--- src/rtl/mem_arbiter_if.sv ---
// Bundle between the arbiter, the two cache miss paths and unified main memory.
// master is the arbiter's view; slave is the caches-plus-memory side.
interface mem_arbiter_if #(
  parameter int ADDR_W = 16,
  parameter int DATA_W = 16,
  parameter int WORD_W = 3
);
  logic              i_miss;
  logic [ADDR_W-1:0] i_addr;
  logic              d_miss;
  logic [ADDR_W-1:0] d_addr;
  logic              d_wr;
  logic [DATA_W-1:0] d_wdata;
  logic [DATA_W-1:0] fill_data;
  logic [WORD_W-1:0] fill_word;
  logic              i_fill_valid;
  logic              i_fill_done;
  logic              d_fill_valid;
  logic              d_fill_done;
  logic              d_wr_ack;
  logic              mem_en;
  logic              mem_wr;
  logic [ADDR_W-1:0] mem_addr;
  logic [DATA_W-1:0] mem_wdata;
  logic [DATA_W-1:0] mem_rdata;
  logic              mem_rvalid;
  logic              busy;

  modport master (
    input  i_miss, i_addr, d_miss, d_addr, d_wr, d_wdata, mem_rdata, mem_rvalid,
    output fill_data, fill_word, i_fill_valid, i_fill_done, d_fill_valid, d_fill_done,
           d_wr_ack, mem_en, mem_wr, mem_addr, mem_wdata, busy
  );

  modport slave (
    output i_miss, i_addr, d_miss, d_addr, d_wr, d_wdata, mem_rdata, mem_rvalid,
    input  fill_data, fill_word, i_fill_valid, i_fill_done, d_fill_valid, d_fill_done,
           d_wr_ack, mem_en, mem_wr, mem_addr, mem_wdata, busy
  );
endinterface

--- src/rtl/mem_arbiter.sv ---
// Arbitrates I-side block fills, D-side block fills and D-side write-through stores onto one
// pipelined memory. Fill words are counted off mem_rvalid, so the memory latency needs no parameter.
module mem_arbiter #(
  parameter int WORDS_PER_BLOCK = 8,
  parameter int ADDR_W          = 16,
  parameter int DATA_W          = 16
) (
  input logic          clk,
  input logic          rst,
  mem_arbiter_if.master bus
);
  localparam int WORD_W = $clog2(WORDS_PER_BLOCK);
  localparam int OFF_W  = WORD_W + 1;
  localparam int CNT_W  = WORD_W + 1;
  localparam logic [ADDR_W-1:0] BASE_MASK = ~(ADDR_W'((1 << OFF_W) - 1));

  typedef enum logic [1:0] {IDLE, WRITE, FILL} state_t;

  state_t            state;
  logic              owner_d;
  logic [ADDR_W-1:0] base;
  logic [CNT_W-1:0]  issue_cnt;
  logic [WORD_W-1:0] rcv_cnt;
  logic              rx_fire;
  logic              rx_last;

  // Returned words only count while a fill is in flight; stray strobes elsewhere are dropped.
  assign rx_fire  = (state == FILL) && bus.mem_rvalid;
  assign rx_last  = rx_fire && (rcv_cnt == WORD_W'(WORDS_PER_BLOCK - 1));
  assign bus.busy = (state != IDLE);

  always_ff @(posedge clk) begin
    if (rst) begin
      state         <= IDLE;
      owner_d       <= 1'b0;
      base          <= '0;
      issue_cnt     <= '0;
      rcv_cnt       <= '0;
      bus.mem_en    <= 1'b0;
      bus.mem_wr    <= 1'b0;
      bus.mem_addr  <= '0;
      bus.mem_wdata <= '0;
      bus.d_wr_ack  <= 1'b0;
    end else begin
      bus.mem_en    <= 1'b0;
      bus.mem_wr    <= 1'b0;
      bus.mem_addr  <= '0;
      bus.mem_wdata <= '0;
      bus.d_wr_ack  <= 1'b0;
      case (state)
        IDLE: begin
          if (bus.d_wr) begin
            state         <= WRITE;
            bus.mem_en    <= 1'b1;
            bus.mem_wr    <= 1'b1;
            bus.mem_addr  <= bus.d_addr;
            bus.mem_wdata <= bus.d_wdata;
            bus.d_wr_ack  <= 1'b1;
          end else if (bus.d_miss || bus.i_miss) begin
            // The first read goes out with the accept so word 0 is on the bus the next cycle.
            state        <= FILL;
            owner_d      <= bus.d_miss;
            base         <= (bus.d_miss ? bus.d_addr : bus.i_addr) & BASE_MASK;
            bus.mem_en   <= 1'b1;
            bus.mem_addr <= (bus.d_miss ? bus.d_addr : bus.i_addr) & BASE_MASK;
            issue_cnt    <= CNT_W'(1);
            rcv_cnt      <= '0;
          end
        end
        WRITE: begin
          state <= IDLE;
        end
        FILL: begin
          if (issue_cnt < CNT_W'(WORDS_PER_BLOCK)) begin
            bus.mem_en   <= 1'b1;
            bus.mem_addr <= base + (ADDR_W'(issue_cnt) << 1);
            issue_cnt    <= issue_cnt + CNT_W'(1);
          end
          if (rx_fire) begin
            rcv_cnt <= rcv_cnt + WORD_W'(1);
          end
          if (rx_last) begin
            state     <= IDLE;
            issue_cnt <= '0;
            rcv_cnt   <= '0;
          end
        end
        default: state <= IDLE;
      endcase
    end
  end

  always_comb begin
    bus.fill_data    = '0;
    bus.fill_word    = '0;
    bus.i_fill_valid = 1'b0;
    bus.i_fill_done  = 1'b0;
    bus.d_fill_valid = 1'b0;
    bus.d_fill_done  = 1'b0;
    if (rx_fire) begin
      bus.fill_data = bus.mem_rdata;
      bus.fill_word = rcv_cnt;
      if (owner_d) begin
        bus.d_fill_valid = 1'b1;
        bus.d_fill_done  = rx_last;
      end else begin
        bus.i_fill_valid = 1'b1;
        bus.i_fill_done  = rx_last;
      end
    end
  end
endmodule

--- src/flat_wrapper.sv ---
// flat-port wrapper written by rule: the top's interface ports become plain ports
module mem_arbiter_flat 
#(
  parameter int WORDS_PER_BLOCK = 8,
  parameter int ADDR_W          = 16,
  parameter int DATA_W          = 16
)
  (clk, rst, bus_i_miss, bus_i_addr, bus_d_miss, bus_d_addr, bus_d_wr, bus_d_wdata, bus_mem_rdata, bus_mem_rvalid, bus_fill_data, bus_fill_word, bus_i_fill_valid, bus_i_fill_done, bus_d_fill_valid, bus_d_fill_done, bus_d_wr_ack, bus_mem_en, bus_mem_wr, bus_mem_addr, bus_mem_wdata, bus_busy);
  mem_arbiter_if #(.ADDR_W(ADDR_W), .DATA_W(DATA_W), .WORD_W(3)) bus_i ();
  input logic clk;
  input logic rst;
  input wire logic [$bits(bus_i.i_miss)-1:0] bus_i_miss;
  input wire logic [$bits(bus_i.i_addr)-1:0] bus_i_addr;
  input wire logic [$bits(bus_i.d_miss)-1:0] bus_d_miss;
  input wire logic [$bits(bus_i.d_addr)-1:0] bus_d_addr;
  input wire logic [$bits(bus_i.d_wr)-1:0] bus_d_wr;
  input wire logic [$bits(bus_i.d_wdata)-1:0] bus_d_wdata;
  input wire logic [$bits(bus_i.mem_rdata)-1:0] bus_mem_rdata;
  input wire logic [$bits(bus_i.mem_rvalid)-1:0] bus_mem_rvalid;
  output wire logic [$bits(bus_i.fill_data)-1:0] bus_fill_data;
  output wire logic [$bits(bus_i.fill_word)-1:0] bus_fill_word;
  output wire logic [$bits(bus_i.i_fill_valid)-1:0] bus_i_fill_valid;
  output wire logic [$bits(bus_i.i_fill_done)-1:0] bus_i_fill_done;
  output wire logic [$bits(bus_i.d_fill_valid)-1:0] bus_d_fill_valid;
  output wire logic [$bits(bus_i.d_fill_done)-1:0] bus_d_fill_done;
  output wire logic [$bits(bus_i.d_wr_ack)-1:0] bus_d_wr_ack;
  output wire logic [$bits(bus_i.mem_en)-1:0] bus_mem_en;
  output wire logic [$bits(bus_i.mem_wr)-1:0] bus_mem_wr;
  output wire logic [$bits(bus_i.mem_addr)-1:0] bus_mem_addr;
  output wire logic [$bits(bus_i.mem_wdata)-1:0] bus_mem_wdata;
  output wire logic [$bits(bus_i.busy)-1:0] bus_busy;
  assign bus_i.i_miss = bus_i_miss;
  assign bus_i.i_addr = bus_i_addr;
  assign bus_i.d_miss = bus_d_miss;
  assign bus_i.d_addr = bus_d_addr;
  assign bus_i.d_wr = bus_d_wr;
  assign bus_i.d_wdata = bus_d_wdata;
  assign bus_i.mem_rdata = bus_mem_rdata;
  assign bus_i.mem_rvalid = bus_mem_rvalid;
  assign bus_fill_data = bus_i.fill_data;
  assign bus_fill_word = bus_i.fill_word;
  assign bus_i_fill_valid = bus_i.i_fill_valid;
  assign bus_i_fill_done = bus_i.i_fill_done;
  assign bus_d_fill_valid = bus_i.d_fill_valid;
  assign bus_d_fill_done = bus_i.d_fill_done;
  assign bus_d_wr_ack = bus_i.d_wr_ack;
  assign bus_mem_en = bus_i.mem_en;
  assign bus_mem_wr = bus_i.mem_wr;
  assign bus_mem_addr = bus_i.mem_addr;
  assign bus_mem_wdata = bus_i.mem_wdata;
  assign bus_busy = bus_i.busy;
  mem_arbiter #(.WORDS_PER_BLOCK(WORDS_PER_BLOCK), .ADDR_W(ADDR_W), .DATA_W(DATA_W)) u_core (.clk(clk), .rst(rst), .bus(bus_i));
endmodule
--- config.mk ---
export PLATFORM = sky130hd
export DESIGN_NAME = mem_arbiter_flat
export DESIGN_NICKNAME = d
export VERILOG_FILES = /design/src/rtl/mem_arbiter_if.sv /design/src/rtl/mem_arbiter.sv /design/src/flat_wrapper.sv
export SDC_FILE = /design/constraint.sdc
export NUM_CORES = 1
export LEC_CHECK = 0
export CAP_MARGIN = 5
export CORE_ASPECT_RATIO = 0.5
export CORE_MARGIN = 1.5
export CORE_UTILIZATION = 30
export DETAILED_ROUTE_END_ITERATION = 10
export GPL_TIMING_DRIVEN = 0
export PLACE_DENSITY = 0.66
export SLEW_MARGIN = 20
export SYNTH_ARGS = -nofsm -noshare
export SYNTH_HDL_FRONTEND = slang
export SYNTH_SLANG_ARGS = --single-unit
export TNS_END_PERCENT = 10
--- constraint.sdc ---
create_clock -name clk -period 1.4 [get_ports clk]
set_input_delay 0.42 -clock clk [delete_from_list [all_inputs] [get_ports clk]]
set_output_delay 0.42 -clock clk [all_outputs]
set_load 0.01 [all_outputs]
==> flow_summary.ini, run 1 <==
[outcome]
status = finished, violations left
violations = negative setup slack

[die]
die_x_um = 132.9
placementRows = 23
die_h_um = 67.95
ios = 129
initial_utilization = 0.3130
coreArea_mm2 = 0.008087
die_area_mm2 = 0.009031

[clock_tree]
cts_max_path_buffers = 2
cts_max_level = 2
tritoncts = done
clk_latency_ps = 290
cts_buffers = 5
clock-root-buffer = clkbuf_16
cts_sinks = 56
clk_pin_slew_ps = 70

[logic_synthesis]
yosysMostFrequentCell = dfxtp_1
synth_top_area_cell = dfxtp_1
synth_fa_ha_area_frac = 0.01483
synth_seq_cells = 56
synth-xor-area-share = 0
synth_top_family_by_area = simple AND/OR/NAND/NOR gates
async_flop_share = 0
synth_common_cells = dfxtp_1 (56), and2_1 (38), a21oi_1 (27)
syn_nets = 333
avgSynthCellArea_um2 = 9.735
netlist_area_mm2 = 0.002531
yosysTopAreaCellShare = 0.4429
synth_cell_type_count = 44
synthMuxAreaShare = 0.06624
ys.flop_type = dfxtp_1
ys_seq_area_frac = 0.4429
synth_compound_gate_area_share = 0.1784
ys_warn_count = 0
synth-edff-count = 0
synthSimpleGateAreaFrac = 0.2313
synthCells = 260
synth_area_leaders = dfxtp_1 (44%), and2_1 (9.4%), a21oi_1 (5.3%)

[setup_path]
critPathArrivalTime_ps = 1500
cp_slowest_cell = dfxtp_2
startpoint_type = register
max_stage_delay_ps = 330
path_class = register to output pin
cp_top_family = buffers and inverters
worst_path_most_repeated_cell = buf_6
path_max_fanout = 8
path_cells = buf_6 > and3b_2 > buf_8 > buf_6 > and2_4 > buf_6
end_kind = output pin
cp.buffers_inverters = 4
required_ps = 980

[sta]
fin_skew_ps = 5.936
fin_crit_ps = 1918
fmax_ghz = 0.5213
setup-violations-final = 54
setup_ws_ps = -518.3
timing.final.hold_violations = 0
maxSlewViolCount = 0
max_slew_margin = 0.6728
rsz0062_at_grt = yes
worstMarginPinSlew_ps = 489.8
post-route-period-util = 1.370
tns_ps = -14130

[layout]
finalNonFillerCells = 516
drive_gt1_frac = 0.3094
n_antenna_cell = 0
layout.nets = 476
multiInputGateArea_mm2 = 0.001349
seq_area_mm2 = 0.001125
num-fill-cells = 703
areaGrowthSynthToFinish_pct = 70.84

[route]
drtIter0Drc = 154
wl_per_cell_um = 14.47
drc = 0
routed_wl_mm = 7.465
via_per_inst = 4.814
ant_nets = 0
dr.pass1.iters = 4
vias = 2484

[placed_design]
portBuffers = 123
gp_congestion = 0.8489
dp_hpwl_mm = 5.564
placed_cells = 495

[global_route]
grt_pass1_wl_mm = 11.61
antenna_found_initial = 0
first_global_vias = 2413
grt_max_degree = 17
grt.total_usage = 0.1619
grt.overflow.total = 0

[power]
powerDensity_mw_per_mm2 = 940.9
p_leak_nw = 1.881
report.power.total_mw = 4.068
vdd_drop_max_v = 0.0005088

[min_path]
min_path_type = register to register

[run]
max-cap-violations = 0
## state kept, by name (all words and copies together), names as in the netlist
name and count:
u_core.state 2, u_core.base 12, u_core.bus.d_wr_ack 1, u_core.issue_cnt 4, u_core.owner_d 1, u_core.bus.mem_addr 16
u_core.bus.mem_en 1, u_core.bus.mem_wdata 16, u_core.rcv_cnt 3
## layout by cell type, fill, tap and decap left out, types with 3 or more instances in the layout
master            n
a211oi_2          6
a21oi_1          21
a21oi_2           6
a22oi_1           6
a32oi_1           8
and2_1           18
and2_4           20
and3_1            4
buf_2             7
buf_4            12
buf_6            34
buf_8             3
clkbuf_16         5
clkdlybuf4s50_1  60
dfxtp_1          53
dfxtp_2           3
dlygate4sd2_1    39
inv_1             5
mux2_2            6
mux2i_1          10
nand2_1          10
nand3_1           7
nand3_2           3
nand4b_1          6
nor2_1            6
o21ai_1           7
## area by class of cell
cell class	instances	share of cell area
Buffer	22	0.04745
Clock buffer	6	0.02980
Clock inverter	2	0.008102
Inverter	6	0.005208
Multi-Input combinational cell	176	0.3119
Sequential cell	56	0.2601
Tap cell	112	0.03241
Timing Repair Buffer	136	0.3050
## worst min-delay path: stages, from the launching register on
cell,delay [ps]
dfxtp_1,310
o21ai_1,70
a21oi_1,60
## final timing paths
kind	slack, ps	startpoint	depth (start not counted)	endpoint
setup reg to reg	-150	u_core.state[1]$_SDFFE_PP0P_	7	u_core.base[15]$_SDFFE_PP0P_
setup / recovery	-520	u_core.state[1]$_SDFFE_PP0P_	6	bus_d_fill_valid
hold / removal	490	u_core.base[7]$_SDFFE_PP0P_	2	u_core.base[7]$_SDFFE_PP0P_
hold reg to reg	490	u_core.base[7]$_SDFFE_PP0P_	2	u_core.base[7]$_SDFFE_PP0P_
## metrics by stage
| stage | utilization | setup slack, ps | instance area (um2) | hold WS [ps] |
|---|---|---|---|---|
| final | 0.5347 | -518.3 | 4324 | 487.7 |
| after global routing | 0.5347 | -560.7 | 4324 | 502.5 |
| after detailed placement | 0.4925 | -1099 | 3983 | 475.0 |
| after floorplan | - | -36.96 | 2611 | 455.0 |
| after CTS | 0.5238 | -566.1 | 4235 | 488.2 |
| after global placement | 0.4925 | -1088 | 3983 | 467.9 |
## metal layers
| metal | track usage | vias to the layer above | share of wire |
|---|---|---|---|
| met4 | 0.04670 | 0 | 0.011 |
| met5 | 0 | - | 0 |
| met3 | 0.04074 | 8 | 0.069 |
| met1 | 0.1929 | 1165 | 0.41 |
| met2 | 0.2969 | 104 | 0.51 |
| li1 | - | 1207 | - |
## where the power goes
group	total, mW	switching (mW)	internal, mW
Sequential	1.73	0.0394	1.69
Combinational	0.927	0.412	0.515
Clock	1.41	0.568	0.843
## repair_timing
| action | 4_1_cts | 5_1_grt |
|---|---|---|
| hold buffers | 0 | 0 |
| resized for setup | 171 | 17 |
| endpoints found under the setup margin | 105 | 56 |
| buffers inserted | 9 | 3 |
| cloned | 1 | 0 |
| pin swaps | 22 | 6 |
## kinds of logic after synthesis
| logic type | count (synthesis) |
|---|---|
| flops | 56 |
| fa+ha+maj | 3 |
| mux | 16 |
| buf+inv | 28 |
| compound gates | 64 |
| simple gates | 93 |
Note: power is estimated with default switching activity, not from simulation.
==> run 2, diff against run 1 <==
--- a/config.mk
+++ b/config.mk
@@ -11,8 +11,8 @@
 export CORE_UTILIZATION = 30
 export DETAILED_ROUTE_END_ITERATION = 10
 export GPL_TIMING_DRIVEN = 0
-export PLACE_DENSITY = 0.66
-export SLEW_MARGIN = 20
+export HOLD_SLACK_MARGIN = 0.06
+export PLACE_DENSITY_LB_ADDON = 0.25
 export SYNTH_ARGS = -nofsm -noshare
 export SYNTH_HDL_FRONTEND = slang
 export SYNTH_SLANG_ARGS = --single-unit
==> flow_summary.ini, run 2 (synthesis gave the netlist of run 1 again) <==
[clock_tree]
clk_pin_slew_ps = 70
cts_buffers = 5
tritoncts = done
clock-root-buffer = clkbuf_16
cts_max_level = 2
clk_latency_ps = 290
cts_max_path_buffers = 2
cts_sinks = 56

[outcome]
status = finished, violations left
violations = negative setup slack

[setup_path]
worst_path_most_repeated_cell = buf_6
critPathArrivalTime_ps = 1420
cp_slowest_cell = dfxtp_2
crit_end = bus_fill_word[1]
path_max_fanout = 6
startpoint = u_core.state[1]$_SDFFE_PP0P_
end_kind = output pin
startpoint_type = register
path_class = register to output pin
reg2reg_to = u_core.base[15]$_SDFFE_PP0P_
reg2reg_from = u_core.state[0]$_SDFFE_PP0P_
max_stage_delay_ps = 320
path_cells = buf_6 > and3b_2 > buf_8 > and2_4 > buf_6
reg2reg_slack_ps = -140
required_ps = 980
rr_worst_depth = 6

[sta]
max_slew_margin = 0.6402
rsz0062_at_grt = yes
post-route-period-util = 1.314
setup_ws_ps = -440.0
holdWs_ps = 481.5
setup-violations-final = 54
fin_crit_ps = 1840
maxSlewViolCount = 0
timing.final.hold_violations = 0
fmax_ghz = 0.5435
tns_ps = -11570
fin_skew_ps = 5.258
worstMarginPinSlew_ps = 538.5

[route]
via_per_inst = 4.822
dr.pass1.iters = 4
ant_nets = 0
drtIter0Drc = 185
vias = 2464
routed_wl_mm = 7.588
drc = 0
wl_per_cell_um = 14.85

[die]
die_area_mm2 = 0.009031
coreArea_mm2 = 0.008087
placementRows = 23
die_x_um = 132.9
die_h_um = 67.95
ios = 129
initial_utilization = 0.3130

[layout]
drive_gt1_frac = 0.3258
areaGrowthSynthToFinish_pct = 70.49
mostFrequentLayoutCells = clkdlybuf4s50_1 (60), dfxtp_1 (52), dlygate4sd2_1 (37)
reg_top3 = u_core.bus.mem_addr: 16 flops, u_core.bus.mem_wdata: 16 flops, u_core.base: 12 flops
mostFrequentLayoutCell = clkdlybuf4s50_1
layout.nets = 471
n_antenna_cell = 0

[run]
max-cap-violations = 0

[power]
seq_power_share = 0.419
p_leak_nw = 1.868
p_comb_frac = 0.219
p_sw_mw = 1.018
p_clk_frac = 0.361
report.power.total_mw = 4.149
vdd_drop_max_v = 0.0004260
powerDensity_mw_per_mm2 = 961.4
p_int_mw = 3.130
swShare = 0.2455

[global_route]
grt.overflow.total = 0
grt.total_usage = 0.1700
first_global_vias = 2482
antenna_found_initial = 0
grt_max_degree = 17
grt_pass1_wl_mm = 12.05

[placed_design]
dp_hpwl_mm = 5.601
gp_congestion = 0.8233
place_ws_ps = -1084
portBuffers = 123

[min_path]
min_path_type = register to register
[run 2: cell types whose count changed in the layout (fill, tap and decap cells not counted), sizes merged]
cell          change
buf               -6
clkbuf            +3
clkinv            -1
dlymetal6s2s      +1
dlygate4sd2       -2
[run 2: layer usage]
metal / up-vias / GRT usage / share of wire
li1: 1204 / - / -
met1: 1156 / 0.1936 / 0.41
met2: 93 / 0.3092 / 0.51
met3: 11 / 0.04963 / 0.073
met4: 0 / 0.06868 / 0.015
met5: - / 0 / 0
[run 2: stage by stage]
step                  util  instance area, um2  std cells
finish              0.5337                4315        511
global route        0.5337                4315        511
CTS                 0.5224                4224        509
detailed placement  0.4925                3983        495
global placement    0.4925                3983        495
floorplan                -                2611        260
[run 2: worst max-delay path, delay by kind of cell (launching register included)]
family	cells	cell delay [ps]
buf+inv	3	380
flops	1	320
simple gates	2	430
[run 2: what timing repair did]
item                       in CTS  in global routing
buffers inserted                4                  3
resized for setup             169                 27
hold buffers                    0                  0
pin swaps                      20                 10
gates cloned                    2                  0
setup endpoints to repair     112                 72
[run 2: cell type report]
type	instances	area [um2]
clock buffers	7	152.6
clock inverters	1	30.03
well taps	112	140.1
fillers	731	3771
repair buffers	132	1272
plain buffers	21	186.4
inverters	6	25.02
flip-flops and latches	56	1129
multi-input cells	176	1380
[run 2: how the worst min path moves through the flow]
stage	startpoint	end	depth (start not counted)
global route	bus_i_miss	u_core.bus.mem_addr[8]$_SDFF_PP0_	3
finish	u_core.base[7]$_SDFFE_PP0P_	u_core.base[7]$_SDFFE_PP0P_	2
CTS	u_core.base[15]$_SDFFE_PP0P_	u_core.bus.mem_addr[15]$_SDFF_PP0_	2
detailed placement	u_core.rcv_cnt[2]$_SDFFE_PP0P_	u_core.rcv_cnt[2]$_SDFFE_PP0P_	2
floorplan	u_core.rcv_cnt[1]$_SDFFE_PP0P_	u_core.rcv_cnt[1]$_SDFFE_PP0P_	2
global placement	u_core.rcv_cnt[1]$_SDFFE_PP0P_	u_core.rcv_cnt[1]$_SDFFE_PP0P_	2
[run 2: power groups by stage]
stage	registers (mW)	clock network, mW	logic, mW
after floorplan	1.79	0	0.413
after CTS	1.73	1.54	0.879
final	1.74	1.50	0.910
after global routing	1.75	1.62	0.978
after global placement	1.77	0	0.859
after detailed placement	1.77	0	0.880
==> run 3, diff against run 2 <==
--- a/config.mk
+++ b/config.mk
@@ -10,7 +10,7 @@
 export CORE_MARGIN = 1.5
 export CORE_UTILIZATION = 30
 export DETAILED_ROUTE_END_ITERATION = 10
-export GPL_TIMING_DRIVEN = 0
+export GPL_TIMING_DRIVEN = 1
 export HOLD_SLACK_MARGIN = 0.06
 export PLACE_DENSITY_LB_ADDON = 0.25
 export SYNTH_ARGS = -nofsm -noshare
==> flow_summary.ini, run 3 (synthesis gave the netlist of run 1 again) <==
[setup_path]
worst_path_most_repeated_cell = buf_6
startpoint = u_core.state[0]$_SDFFE_PP0P_
path_cells = and3b_2 > buf_6 > buf_12 > and3_4 > buf_6
path_class = register to output pin
crit_end = bus_d_fill_done
max_stage_delay_ps = 340
cp_slowest_cell = dfxtp_2
reg2reg_slack_ps = -80
end_kind = output pin
cp_top_family = simple AND/OR/NAND/NOR gates
path_max_fanout = 6
startpoint_type = register
cp.depth = 5
required_ps = 980
reg2reg_from = u_core.state[0]$_SDFFE_PP0P_
rr_worst_depth = 6
cp.buffers_inverters = 3
critPathArrivalTime_ps = 1400
reg2reg_to = u_core.base[15]$_SDFFE_PP0P_

[run]
max-cap-violations = 0

[min_path]
min_path_type = register to register

[sta]
fmax_ghz = 0.5488
max_slew_margin = 0.7436
setup-violations-final = 37
rsz0062_at_grt = yes
fin_crit_ps = 1822
timing.final.hold_violations = 0
fin_skew_ps = 6.583
worstMarginPinSlew_ps = 384.2
post-route-period-util = 1.302
tns_ps = -8723
maxSlewViolCount = 0
setup_ws_ps = -422.3

[die]
ios = 129
initial_utilization = 0.3130
placementRows = 23
die_area_mm2 = 0.009031
die_x_um = 132.9
coreArea_mm2 = 0.008087
die_h_um = 67.95

[placed_design]
dp_hpwl_mm = 5.689
gp_congestion = 0.8039
placed_cells = 517
portBuffers = 124

[global_route]
grt_pass1_wl_mm = 12.10
antenna_found_initial = 0
grt_max_degree = 18
grt.total_usage = 0.1706
grt.overflow.total = 0
first_global_vias = 2486

[route]
dr.pass1.iters = 4
via_per_inst = 4.706
wl_per_cell_um = 14.36
ant_nets = 0
vias = 2499
drc = 0
drtIter0Drc = 125
routed_wl_mm = 7.626

[layout]
fin_util = 0.5618
drive_gt1_frac = 0.3556
num-fill-cells = 717
mostFrequentLayoutCell = clkdlybuf4s50_1
reg_top3 = u_core.bus.mem_addr: 16 flops, u_core.bus.mem_wdata: 16 flops, u_core.base: 12 flops
layout.nets = 491
finalNonFillerCells = 531
areaGrowthSynthToFinish_pct = 79.49
n_antenna_cell = 0
mostFrequentLayoutCells = clkdlybuf4s50_1 (60), dfxtp_1 (54), dlygate4sd2_1 (36)

[clock_tree]
cts_max_path_buffers = 2
clk_pin_slew_ps = 70
cts_buffers = 5
clk_latency_ps = 290
cts_max_level = 2
tritoncts = done
hold_buffers = 0
cts_sinks = 56
clock-root-buffer = clkbuf_16

[power]
vdd_drop_max_v = 0.0004176
powerDensity_mw_per_mm2 = 928.3
p_leak_nw = 1.984
report.power.total_mw = 4.217

[outcome]
status = finished, violations left
violations = negative setup slack
[run 3: cell count changes in the layout (fill, tap and decap cells not counted), moves of 4 or more]
cell     change
buf_4       +21
buf_6        +4
nand3_1      +5
buf_2        -4
nand3_2      -5
[run 3: routing by layer]
metal	share of wire	wire length, um	track usage	vias to the layer above
met3	0.054	412	0.05185	9
met4	0.011	85	0.04121	0
met5	0	0	0	-
met1	0.43	3247	0.1968	1179
met2	0.51	3881	0.3184	81
li1	-	-	-	1230
[run 3: area by class of cell]
type | count | area, um2 | area share
timing repair buffer | 173 | 1674 | 0.3685
multi-input combinational | 176 | 1400 | 0.3082
sequential | 56 | 1124 | 0.2473
clock buffer | 7 | 152.6 | 0.03360
tap | 112 | 140.1 | 0.03085
clock inverter | 1 | 30.03 | 0.006610
inverter | 6 | 22.52 | 0.004957
[run 3: through the flow]
stage,hold slack [ps],setup WS [ps],area (um2)
floorplan,455.0,-36.96,2611
global placement,472.2,-976.3,4184
detailed placement,475.2,-1017,4184
CTS,485.0,-437.6,4473
global route,486.3,-453.8,4543
finish,468.2,-422.3,4543
[run 3: what timing repair did]
item,4_1_cts,5_1_grt
gates cloned,2,0
endpoints found under the setup margin,110,69
resized for setup,174,29
buffers inserted,3,2
pin swaps,11,16
[run 3: power by group]
part / switching (mW) / internal, mW / total [mW]
registers: 0.0437 / 1.69 / 1.74
clock network: 0.567 / 0.943 / 1.51
logic: 0.417 / 0.556 / 0.973
[run 3: how the worst min path moves through the flow]
stage / from / to / slack (ps) / depth (start not counted)
floorplan: u_core.rcv_cnt[1]$_SDFFE_PP0P_ / u_core.rcv_cnt[1]$_SDFFE_PP0P_ / 450 / 2
global placement: u_core.base[9]$_SDFFE_PP0P_ / u_core.base[9]$_SDFFE_PP0P_ / 470 / 2
detailed placement: u_core.base[9]$_SDFFE_PP0P_ / u_core.base[9]$_SDFFE_PP0P_ / 480 / 2
CTS: u_core.base[9]$_SDFFE_PP0P_ / u_core.base[9]$_SDFFE_PP0P_ / 480 / 2
global route: u_core.base[6]$_SDFFE_PP0P_ / u_core.base[6]$_SDFFE_PP0P_ / 490 / 2
finish: u_core.base[6]$_SDFFE_PP0P_ / u_core.base[6]$_SDFFE_PP0P_ / 470 / 2
[run 3: worst register-to-register path, stage by stage, from the launching register on]
cell	delay [ps]
dfxtp_2	330
buf_4	130
buf_8	140
or3_4	380
buf_6	140
nor2_8	150
a211oi_2	90
